`config.mk`:
```
export PLATFORM = sky130hd
export DESIGN_NAME = wb_stream_fetch_ctrl
export DESIGN_NICKNAME = d
export VERILOG_FILES = /design/src/rtl/wb_stream_pkg.sv /design/src/rtl/wb_stream_fetch_ctrl.sv
export SDC_FILE = /design/constraint.sdc
export NUM_CORES = 1
export LEC_CHECK = 0
export ABC_AREA = 1
export CAP_MARGIN = 20
export CORE_MARGIN = 10
export CORE_UTILIZATION = 50
export CTS_BUF_LIST = sky130_fd_sc_hd__clkbuf_8
export CTS_CLUSTER_DIAMETER = 40
export DETAILED_ROUTE_END_ITERATION = 6
export GPL_ROUTABILITY_DRIVEN = 0
export PLACE_DENSITY = 0.88
export SLEW_MARGIN = 20
export SYNTH_ARGS = -nofsm -noshare
export SYNTH_HDL_FRONTEND = slang
export SYNTH_SLANG_ARGS = --single-unit
```
`constraint.sdc`:
```
create_clock -name clk -period 3.55 [get_ports clk]
set_clock_uncertainty 0.05 [all_clocks]
set_input_delay 0.8875 -clock clk [delete_from_list [all_inputs] [get_ports clk]]
set_output_delay 0.8875 -clock clk [all_outputs]
set_load 0.03 [all_outputs]
```
`src/rtl/wb_stream_pkg.sv`:
```
// Shared Wishbone cycle-type encodings, fetch FSM states and burst sizing helper
// for the stream fetch controller.
package wb_stream_pkg;

    typedef enum logic [1:0] {
        ST_IDLE       = 2'd0,
        ST_WAIT_SPACE = 2'd1,
        ST_BURST      = 2'd2
    } fetch_state_e;

    localparam logic [2:0] CTI_CLASSIC      = 3'b000;
    localparam logic [2:0] CTI_INC_BURST    = 3'b010;
    localparam logic [2:0] CTI_END_OF_BURST = 3'b111;
    localparam logic [1:0] BTE_LINEAR       = 2'b00;

    // Words in the next burst: the configured length (0 means 1), capped by what is left.
    function automatic logic [7:0] burst_words(input logic [7:0] blen, input logic [31:0] rem);
        logic [7:0] eff;
        eff = (blen == 8'd0) ? 8'd1 : blen;
        return (rem < {24'd0, eff}) ? rem[7:0] : eff;
    endfunction

endpackage

```
`src/rtl/wb_stream_fetch_ctrl.sv`:
```
// Reads a word buffer over Wishbone incrementing bursts, sized to fit the downstream
// FIFO, and forwards every acked word straight onto the stream output.
module wb_stream_fetch_ctrl
    import wb_stream_pkg::*;
#(
    parameter int WB_AW   = 32,
    parameter int WB_DW   = 32,
    parameter int FIFO_AW = 9
) (
    input  logic               clk,
    input  logic               rst,
    input  logic               enable_i,
    input  logic [WB_AW-1:0]   start_adr_i,
    input  logic [31:0]        buf_size_i,
    input  logic [7:0]         burst_len_i,
    input  logic [FIFO_AW:0]   fifo_cnt_i,
    output logic [WB_AW-1:0]   wbm_adr_o,
    input  logic [WB_DW-1:0]   wbm_dat_i,
    output logic [WB_DW/8-1:0] wbm_sel_o,
    output logic               wbm_we_o,
    output logic               wbm_cyc_o,
    output logic               wbm_stb_o,
    output logic [2:0]         wbm_cti_o,
    output logic [1:0]         wbm_bte_o,
    input  logic               wbm_ack_i,
    input  logic               wbm_err_i,
    output logic [WB_DW-1:0]   stream_m_data_o,
    output logic               stream_m_valid_o,
    input  logic               stream_m_ready_i,
    output logic               busy_o,
    output logic               done_o,
    output logic               err_o,
    output logic               ovf_o
);

    // Wide enough that fill + burst length cannot wrap before the compare.
    localparam int CW = (FIFO_AW + 2 > 10) ? FIFO_AW + 2 : 10;
    localparam logic [CW-1:0] FIFO_DEPTH = CW'(1) << FIFO_AW;

    fetch_state_e     state_q, state_d;
    logic             enable_q;
    logic [WB_AW-1:0] adr_q, adr_d;
    logic [31:0]      rem_q, rem_d;
    logic [7:0]       blen_q, blen_d;
    logic [7:0]       beat_q, beat_d;
    logic             abort_q, abort_d;
    logic             done_q, done_d;
    logic             err_q, err_d;
    logic             ovf_q, ovf_d;

    logic             start_edge;
    logic             space_ok;
    logic             last_beat;
    logic [7:0]       next_words;

    assign start_edge = enable_i & ~enable_q;
    assign next_words = burst_words(blen_q, rem_q);
    assign space_ok   = (CW'(fifo_cnt_i) + CW'(next_words)) <= FIFO_DEPTH;
    assign last_beat  = (beat_q == 8'd1);

    always_ff @(posedge clk or posedge rst) begin
        if (rst) begin
            state_q  <= ST_IDLE;
            enable_q <= 1'b0;
            adr_q    <= '0;
            rem_q    <= '0;
            blen_q   <= '0;
            beat_q   <= '0;
            abort_q  <= 1'b0;
            done_q   <= 1'b0;
            err_q    <= 1'b0;
            ovf_q    <= 1'b0;
        end else begin
            state_q  <= state_d;
            enable_q <= enable_i;
            adr_q    <= adr_d;
            rem_q    <= rem_d;
            blen_q   <= blen_d;
            beat_q   <= beat_d;
            abort_q  <= abort_d;
            done_q   <= done_d;
            err_q    <= err_d;
            ovf_q    <= ovf_d;
        end
    end

    always_comb begin
        state_d          = state_q;
        adr_d            = adr_q;
        rem_d            = rem_q;
        blen_d           = blen_q;
        beat_d           = beat_q;
        abort_d          = abort_q;
        done_d           = 1'b0;
        err_d            = err_q;
        ovf_d            = ovf_q;
        wbm_cyc_o        = 1'b0;
        wbm_stb_o        = 1'b0;
        wbm_cti_o        = CTI_CLASSIC;
        stream_m_valid_o = 1'b0;

        case (state_q)
            ST_IDLE: begin
                if (start_edge) begin
                    err_d = 1'b0;
                    ovf_d = 1'b0;
                    if (buf_size_i != 32'd0) begin
                        state_d = ST_WAIT_SPACE;
                        adr_d   = start_adr_i;
                        rem_d   = buf_size_i;
                        blen_d  = burst_len_i;
                    end else begin
                        done_d = 1'b1;
                    end
                end
            end

            ST_WAIT_SPACE: begin
                if (!enable_i) begin
                    state_d = ST_IDLE;
                end else if (space_ok) begin
                    state_d = ST_BURST;
                    beat_d  = next_words;
                    abort_d = 1'b0;
                end
            end

            ST_BURST: begin
                wbm_cyc_o        = 1'b1;
                wbm_stb_o        = 1'b1;
                wbm_cti_o        = last_beat ? CTI_END_OF_BURST : CTI_INC_BURST;
                stream_m_valid_o = wbm_ack_i;
                // A dropped enable lets the burst in flight finish before stopping.
                abort_d          = abort_q | ~enable_i;
                if (wbm_err_i) begin
                    err_d   = 1'b1;
                    state_d = ST_IDLE;
                end else if (wbm_ack_i) begin
                    adr_d  = adr_q + WB_AW'(4);
                    rem_d  = rem_q - 32'd1;
                    beat_d = beat_q - 8'd1;
                    if (!stream_m_ready_i) begin
                        ovf_d = 1'b1;
                    end
                    if (last_beat) begin
                        if (abort_d) begin
                            state_d = ST_IDLE;
                        end else if (rem_q == 32'd1) begin
                            state_d = ST_IDLE;
                            done_d  = 1'b1;
                        end else begin
                            state_d = ST_WAIT_SPACE;
                        end
                    end
                end
            end

            default: state_d = ST_IDLE;
        endcase
    end

    assign wbm_adr_o       = adr_q;
    assign wbm_sel_o       = '1;
    assign wbm_we_o        = 1'b0;
    assign wbm_bte_o       = BTE_LINEAR;
    assign stream_m_data_o = wbm_dat_i;
    assign busy_o          = (state_q != ST_IDLE);
    assign done_o          = done_q;
    assign err_o           = err_q;
    assign ovf_o           = ovf_q;

endmodule

```
==> results.toml, run 1 <==
[layout]
syn_to_final_growth_pct = 23.9
fin_cells = 1315
layout-drive-gt1-share_pct = 10.9
nets = 1275
fillCellCount = 1188
n_antenna_cell = 0

[clocking]
clk_latency_ns = 0.38
path_clk_slew_ns = 0.08
htreeDepth = 3
cts_buffer_depth = 2
tritoncts = "yes"
cts_sinks = 87
cts_buffers = 9
cts-hold-fix-buffers = 0
root_buffer = "clkbuf_8"

[grt]
grt_pass1_wl_um = 33100
grt_overflow_total = 0
grt_max_degree = 88
grt_usage_pct = 21.4
grt_pass1_vias = 6876
antenna_found_initial = 0

[sta]
setup_viol = 0
finalHoldViolCount = 0
slew_headroom_pct = 43.6
maxSlewViolCount = 0
tightestPinTransition_ns = 0.844
rsz0062_at_grt = "yes"
period_needed_ns = 3.48
max_freq_ghz = 0.287
period_share_pct = 98.1

[status]
violations = "design-rule violations"
status = "finished with violations"

[power_and_ir_drop]
p_total_uw = 7110
vdd_drop_max_mv = 0.529
leakage_uw = 0.00396
pwr_density_cell_nw_per_um2 = 831

[synthesis]
synth_area_um2 = 6900
syn_area_per_cell_um2 = 6.73
yosysWarnings = 0
synth_top_area_cell = "dfrtp_1"
synth_ff_type = "dfrtp_1"
synthDominantCellAreaShare_pct = 31.5
yosysUniqueCellTypes = 48
synth_area_leaders = "dfrtp_1 (32%), nand2_1 (15%), nor2_1 (6.4%)"
ys_seq_area_share_pct = 31.5
synth_cells = 1026
synth_edf_count = 0
synth-seq-cells = 87
async_flop_share_pct = 100

[detailed_routing]
dr.first_iter.drc_count = 682
first_pass_iters = 7
drc_errors = 1
routed_via_density = 5.41
routed_wl_um = 21000
num_vias = 7108
final_antenna_net_count = 0
post_drt_wl_per_cell_um = 15.9

[placed_design]
io_buffers = 129
dp_hpwl_um = 15300
place_inst = 1285

[floorplan]
initial_core_util_pct = 51.5
die_h_um = 137
ios = 201
coreArea_um2 = 13400
die_width_um = 137
die_area_um2 = 18900
core.rowCount = 42

[critical_path]
crit_fanout = 8
crit_type = "reg2reg"
required_ns = 3.81
r2r_end = "beat_q[7]"
critPathCaptureType = "flop"
r2r-start = "blen_q[5]"
regToRegSetupSlack_ns = 0.07
ff2ff_path_depth = 22
start_kind = "flop"
arrival_ns = 3.74

[min_path]
min-delay-path-class = "reg2reg"
hold_depth = 2
min_from = "wbm_adr_o[0]"
min_to = "wbm_adr_o[0]"

[run]
drv_cap = 0
[worst max-delay path: stages, from the launching register on]
cell	delay, ns
dfrtp_1	0.37
inv_1	0.09
ha_1	0.30
a21oi_1	0.07
o2111a_2	0.27
buf_6	0.14
nand3_1	0.09
and2_4	0.16
ha_4	0.13
inv_2	0.04
fa_2	0.52
nand2_2	0.05
a21oi_2	0.09
nand2_1	0.07
nor2_1	0.09
nand2_1	0.06
nor2_1	0.09
nand3_1	0.08
nand2_2	0.10
nand3_4	0.09
a21oi_4	0.27
nand2_1	0.10
nand2_1	0.07
[cell type report]
class	instances	area (um^2)	share of cell area, %
clock buffers	11	151	1.77
inverters	117	443	5.18
repair buffers	164	1590	18.6
flip-flops and latches	87	2180	25.5
well taps	176	220	2.57
clock inverters	5	25.0	0.293
multi-input cells	755	3950	46.1
[flip-flops by register name, summed over array words and instances, names as in the netlist]
name / count
done_o: 1
err_o: 1
state_q: 2
ovf_o: 1
abort_q: 1
wbm_adr_o: 32
rem_q: 32
enable_q: 1
blen_q: 8
beat_q: 8
[through the flow]
step | util, % | worst slack, ns | hold slack [ns] | setup TNS, ns | instance area (um^2)
4_1_cts | 62.2 | 0.0410 | 0.432 | 0 | 8330
3_5_place_dp | 60.8 | 0.0242 | 0.414 | 0 | 8150
5_1_grt | 63.8 | -0.151 | 0.454 | -1.08 | 8550
2_1_floorplan | - | 0.314 | 0.386 | 0 | 6920
3_3_place_gp | 60.8 | 0.135 | 0.411 | 0 | 8150
6_report | 63.8 | 0.0686 | 0.428 | 0 | 8550
[placed cells by master, fill, tap and decap left out, types with 10 or more instances in the layout]
cell type,n
a21oi_1,29
buf_4,34
clkbuf_8,11
clkdlybuf4s50_1,126
dfrtp_1,85
ha_1,17
inv_1,107
inv_2,10
nand2_1,261
nand2_2,10
nand3_1,51
nand4_1,14
nor2_1,104
nor2_2,20
nor3_1,14
nor4_1,18
o211ai_1,15
o21ai_0,72
o21ai_1,31
xor2_1,33
[Yosys cell counts, types with 8 or more instances]
cell type,number
a21oi_1,31
and2_1,8
buf_4,48
clkbuf_1,15
dfrtp_1,87
ha_1,20
inv_1,112
nand2_1,269
nand3_1,51
nand4_1,14
nor2_1,117
nor3_1,14
nor4_1,18
o211ai_1,15
o21ai_0,73
o21ai_1,30
xor2_1,33
[kinds of logic after synthesis]
family          Yosys count  share of synthesized area (%)
simple gates            521                           32.7
xor+xnor                 40                           5.08
flops                    87                           31.5
fa+ha+maj                21                           3.92
compound gates          166                           13.4
buf+inv                 189                           13.2
other cells               2                          0.109
[routing by layer]
| metal | track usage [%] | wire [um] |
|---|---|---|
| met5 | 0 | 0 |
| met4 | 8.49 | 586 |
| met3 | 5.75 | 1980 |
| met2 | 35.4 | 9990 |
| met1 | 26.0 | 8410 |
[power breakdown]
group          internal [uW]  total (uW)  switching [uW]
Combinational           1700        4400            2700
Sequential              1480        2050             567
Clock                    286         656             370
Total                   3470        7110            3640
[worst max-delay path by stage]
stage                     cells past startpoint       from  slack (ns)   endpoint
after detailed placement                     26  rem_q[10]        0.02  beat_q[1]
after global routing                         24  rem_q[25]       -0.15  beat_q[4]
after CTS                                    26  rem_q[11]        0.04  beat_q[7]
final                                        22  blen_q[5]        0.07  beat_q[7]
after floorplan                              23   rem_q[5]        0.31  beat_q[0]
after global placement                       23  blen_q[7]        0.14  beat_q[7]
[what timing repair did]
item                                    4_1_cts  5_1_grt
hold endpoints to repair                      0        0
pin swaps                                     0        9
gates resized for setup                       1       42
setup buffers                                 0       14
endpoints found under the setup margin        2       11
(Power assumes the default switching activity.)
==> run 2, diff against run 1 <==
==> constraint.sdc (replaced) <==
create_clock -name clk -period 3.55 [get_ports clk]
set_clock_uncertainty 0.05 [all_clocks]
set_input_delay 0.8875 -clock clk [delete_from_list [all_inputs] [get_ports clk]]
set_output_delay 0.8875 -clock clk [all_outputs]
set_load 0.01 [all_outputs]
==> run 2 against run 1 <==
Compared with the run above: the run now ends clean; die area unchanged; sequential cell count unchanged; sequential share of layout area decreased by 0.21 points; worst setup slack got worse by 0.061 ns; combinational power decreased by 4.8%; maximum frequency decreased by 1.7%; count of clock-buffer cells in the layout decreased by 2; power decreased by 3.4%; routed wire length increased by 2.2%; register-to-register slack got worse by 0.06 ns; highest routed layer unchanged.
==> results.toml, run 2 (same netlist as run 1, synthesis figures left out) <==
[min_path]
min_from = "wbm_adr_o[1]"
min-delay-path-class = "reg2reg"
hold_depth = 2

[sta]
period_share_pct = 99.8
whs_ns = 0.433
slew_headroom_pct = 39.5
maxSlewViolCount = 0
setup_viol = 0
period_needed_ns = 3.54
finalHoldViolCount = 0
rsz0062_at_grt = "yes"
tightestPinTransition_ns = 0.905
max_freq_ghz = 0.282
final.setup.tns_ns = 0
setup_ws_ns = 0.00812

[critical_path]
crit_fanout = 8
cp_top_family = "simple AND/OR/NAND/NOR gates"
required_ns = 3.82
crit_type = "reg2reg"
r2r-start = "blen_q[7]"
cp_num_buf_inv = 1
crit_top_cell = "nand2_1"
path_depth = 26
critPathCaptureType = "flop"
startpoint = "blen_q[7]"
ff2ff_path_depth = 26
cp_slowest_cell = "fa_2"
slowest_delay_ns = 0.55
start_kind = "flop"
arrival_ns = 3.82

[layout]
n_antenna_cell = 0
layout-drive-gt1-share_pct = 11.4
syn_to_final_growth_pct = 25.1
nets = 1282
ff_latch_area_um2 = 2180
fillCellCount = 1149
multi_input_area_um2 = 3980
final_cell_mix = "nand2_1 (260), clkdlybuf4s50_1 (129), nor2_1 (108), inv_1 (106), dfrtp_1 (83)"
layout_commonest_cell = "nand2_1"

[power_and_ir_drop]
vdd_drop_max_mv = 0.435
pwr_density_cell_nw_per_um2 = 795
leakage_uw = 0.00397

[grt]
grt_pass1_wl_um = 32700
grt_max_degree = 76
grt_usage_pct = 21.2
grt_pass1_vias = 6720
grt_overflow_total = 0
antenna_found_initial = 0

[clocking]
cts_sinks = 87
cts_buffer_depth = 2
htreeDepth = 3
cts_buffers = 9
tritoncts = "yes"
cts-hold-fix-buffers = 0
root_buffer = "clkbuf_8"
clk_latency_ns = 0.38
path_clk_slew_ns = 0.09

[floorplan]
die_width_um = 137
initial_core_util_pct = 51.5
die_area_um2 = 18900
coreArea_um2 = 13400
ios = 201
core.rowCount = 42
die_h_um = 137

[status]
status = "completed"

[placed_design]
io_buffers = 129
dp_hpwl_um = 15400
place_ws_ns = 0.0454

[detailed_routing]
dr.first_iter.drc_count = 671
final_antenna_net_count = 0
routed_via_density = 5.48
drc_errors = 0
post_drt_wl_per_cell_um = 16.2
routed_wl_um = 21400
first_pass_iters = 6
num_vias = 7240

[run]
drv_cap = 0
run 2: path summary, 6_finish.rpt:
check | slack (ns) | to
setup / recovery | 0.008 | beat_q[4]
hold / removal | 0.43 | wbm_adr_o[1]
setup reg to reg | 0.008 | beat_q[4]
hold reg to reg | 0.43 | wbm_adr_o[1]
max in group asynchronous | 1.90 | rem_q[25]
min in group asynchronous | 0.83 | rem_q[0]
run 2: repair_timing:
| action | CTS | global route |
|---|---|---|
| hold endpoints to repair | 0 | 0 |
| cloned | 0 | 0 |
| buffers inserted | 0 | 22 |
| endpoints found under the setup margin | 2 | 11 |
| pin swaps | 0 | 11 |
| resized for setup | 1 | 45 |
run 2: worst reg2reg max path, cell delays in order (launching register included):
cell      delay [ns]
dfrtp_1         0.40
nor2_1          0.12
nand2_1         0.08
o21bai_1        0.19
nand2_1         0.07
nand2_1         0.06
nand2_1         0.05
nand2_1         0.07
nand2_1         0.07
nand2_2         0.10
nand2_2         0.07
buf_4           0.16
nand2_1         0.10
nand2_2         0.08
fa_2            0.55
nand2_2         0.06
a21oi_2         0.09
nand2_1         0.05
nor2_1          0.09
nand2_1         0.06
nor2_1          0.13
nand3_1         0.12
nand2_2         0.11
nand3_4         0.10
a21oi_4         0.27
nand2_1         0.09
nand2_1         0.07
run 2: power by group:
part           leakage, uW  internal, uW  switching (uW)
clock network    0.0000822           248             384
logic              0.00284          1760            2430
registers          0.00105          1490             563
run 2: metal layers:
layer / global-route usage, % / wire length [um]
met5: 0 / 0
met4: 6.91 / 558
met3: 6.01 / 1880
met2: 35.6 / 10400
met1: 25.7 / 8590
run 2: layout make-up:
type	instances	area share [%]
inverter	117	5.13
sequential	87	25.3
tap	176	2.55
timing repair buffer	171	19.1
clock buffer	9	1.43
clock inverter	7	0.478
multi-input combinational	755	46.1
run 2: metrics by stage:
step           instances  instance area [um^2]  util [%]  power [uW]
4_1_cts             1300                  8320      62.1        6440
2_1_floorplan       1031                  6920         -        4500
3_5_place_dp        1284                  8150      60.8        5790
6_report            1322                  8640      64.4        6870
3_3_place_gp        1284                  8150      60.8        5660
5_1_grt             1322                  8640      64.4        7450
==> run 3, diff against run 2 <==
--- a/config.mk
+++ b/config.mk
@@ -11,6 +11,7 @@
 export CORE_UTILIZATION = 50
 export CTS_BUF_LIST = sky130_fd_sc_hd__clkbuf_8
 export CTS_CLUSTER_DIAMETER = 40
+export CTS_CLUSTER_SIZE = 20
 export DETAILED_ROUTE_END_ITERATION = 6
 export GPL_ROUTABILITY_DRIVEN = 0
 export PLACE_DENSITY = 0.88
==> constraint.sdc (replaced) <==
create_clock -name clk -period 3.55 [get_ports clk]
set_clock_uncertainty 0.05 [all_clocks]
set_input_delay 0.8875 -clock clk [delete_from_list [all_inputs] [get_ports clk]]
set_output_delay 0.8875 -clock clk [all_outputs]
set_load 0.05 [all_outputs]
==> run 3 against run 2 <==
Compared with the run above: hold slack improved by 0.0073 ns; worst setup slack got worse by 0.0066 ns; first-iteration DRC count decreased by 0.45%; sequential cell count unchanged; routed wire length increased by 0.54%; highest routed layer unchanged; global-route usage increased by 0.080 points; largest cell class unchanged.
==> results.toml, run 3 (same netlist as run 1, synthesis figures left out) <==
[run]
drv_cap = 0

[layout]
final_cell_mix = "nand2_1 (258), clkdlybuf4s50_1 (123), inv_1 (105), nor2_1 (103), dfrtp_1 (84)"
post-route-util_pct = 65.5
nets = 1287
fillCellCount = 1099
syn_to_final_growth_pct = 27.2
layout-drive-gt1-share_pct = 12.9
layout_commonest_cell = "nand2_1"
n_antenna_cell = 0

[grt]
grt_pass1_vias = 6848
grt_usage_pct = 21.3
grt_pass1_wl_um = 32700
grt_overflow_total = 0
grt_use_met3_pct = 5.79
grt.met1_usage_pct = 26.0
grtUsageMet2_pct = 34.8
antenna_found_initial = 0
grt_max_degree = 81
busiest_layer = "met2"

[sta]
rsz0062_at_grt = "yes"
finalHoldViolCount = 0
tightestPinTransition_ns = 0.857
maxSlewViolCount = 0
whs_ns = 0.441
period_share_pct = 100
period_needed_ns = 3.55
setup_viol = 0
slew_headroom_pct = 42.8
max_freq_ghz = 0.282

[placed_design]
io_buffers = 129
dp_hpwl_um = 15300

[detailed_routing]
drc_errors = 0
dr.first_iter.drc_count = 668
final_antenna_net_count = 0
first_pass_iters = 5
routed_via_density = 5.52
num_vias = 7325
post_drt_wl_per_cell_um = 16.2
routed_wl_um = 21500

[critical_path]
crit_fanout = 8
regToRegSetupSlack_ns = 0.002
critPathCaptureType = "flop"
arrival_ns = 3.82
crit_type = "reg2reg"
required_ns = 3.82
start_kind = "flop"

[clocking]
cts_buffers = 9
clk_latency_ns = 0.38
cts_buffer_depth = 2
cts_sinks = 87
tritoncts = "yes"
path_clk_slew_ns = 0.09
htreeDepth = 3
root_buffer = "clkbuf_8"

[power_and_ir_drop]
pwr_density_cell_nw_per_um2 = 881
vdd_drop_max_mv = 0.640
leakage_uw = 0.00405
p_total_uw = 7730

[floorplan]
die_width_um = 137
initial_core_util_pct = 51.5
die_h_um = 137
core.rowCount = 42
ios = 201
coreArea_um2 = 13400
die_area_um2 = 18900

[status]
status = "completed"

[min_path]
min-delay-path-class = "reg2reg"
run 3: cell types whose count changed in the layout (fill, tap and decap cells not counted), sizes merged, moves of 2 or more:
cell	before	now
buf	42	53
clkdlybuf4s50	129	123
clkinvlp	3	0
clkinv	4	6
run 3: final timing paths:
path / startpoint / end / cells after the start
worst max-delay path: rem_q[13] / beat_q[3] / 23
worst min-delay path: beat_q[1] / beat_q[1] / 2
worst max register to register: rem_q[13] / beat_q[3] / 23
worst min register to register: beat_q[1] / beat_q[1] / 2
max in group asynchronous: rst / rem_q[17] / 3
min in group asynchronous: rst / rem_q[0] / 2
run 3: per-stage QoR:
step           setup TNS, ns  cells  worst slack [ns]  cell area, um^2
2_1_floorplan              0   1031             0.314             6920
3_3_place_gp               0   1284             0.162             8210
3_5_place_dp        -0.00662   1284          -0.00365             8210
4_1_cts                    0   1303           0.00149             8450
5_1_grt                -1.93   1327            -0.263             8780
6_report                   0   1327           0.00157             8780
run 3: report_power, final:
group	switching [uW]	internal, uW	total, uW
sequential	556	1480	2040
combinational	3120	1830	4950
clock	396	348	744
run 3: cell type report:
cell class	instances	area [um^2]	share of cell area, %
Timing Repair Buffer	176	1750	19.9
Sequential cell	87	2180	24.8
Multi-Input combinational cell	755	3980	45.4
Clock buffer	10	138	1.57
Clock inverter	6	70.1	0.798
Inverter	117	443	5.04
Tap cell	176	220	2.51
run 3: critical path: stages, from the launching register on:
cell and delay [ns]:
dfrtp_1 0.43, nor2_2 0.19, and2_4 0.19, nand2_2 0.07
inv_2 0.08, o2111a_2 0.25, nand2_2 0.07, nand2_2 0.06
and2_4 0.14, ha_4 0.13, inv_2 0.04, fa_2 0.52
nand2_1 0.06, a21oi_1 0.11, nand2_1 0.06, nor2_1 0.09
nand2_1 0.05, nor2_1 0.11, nand3_1 0.10, nand2_2 0.10
nand3_4 0.10, a21oi_4 0.28, nand2_2 0.11, nand2_2 0.09
run 3: timing repair:
action                                  in CTS  in global routing
pin swaps                                    2                 26
gates resized for setup                      4                 44
endpoints found under the setup margin       8                 11
hold buffers                                 0                  0
setup buffers                                3                 24
run 3: metal layers:
layer  share of wire, %  vias to the layer above  wire [um]
li1                   -                     3508          -
met1                 40                     3390       8540
met2                 48                      369      10200
met3                9.5                       58       2050
met4                3.3                        0        707
met5                  0                        -          0
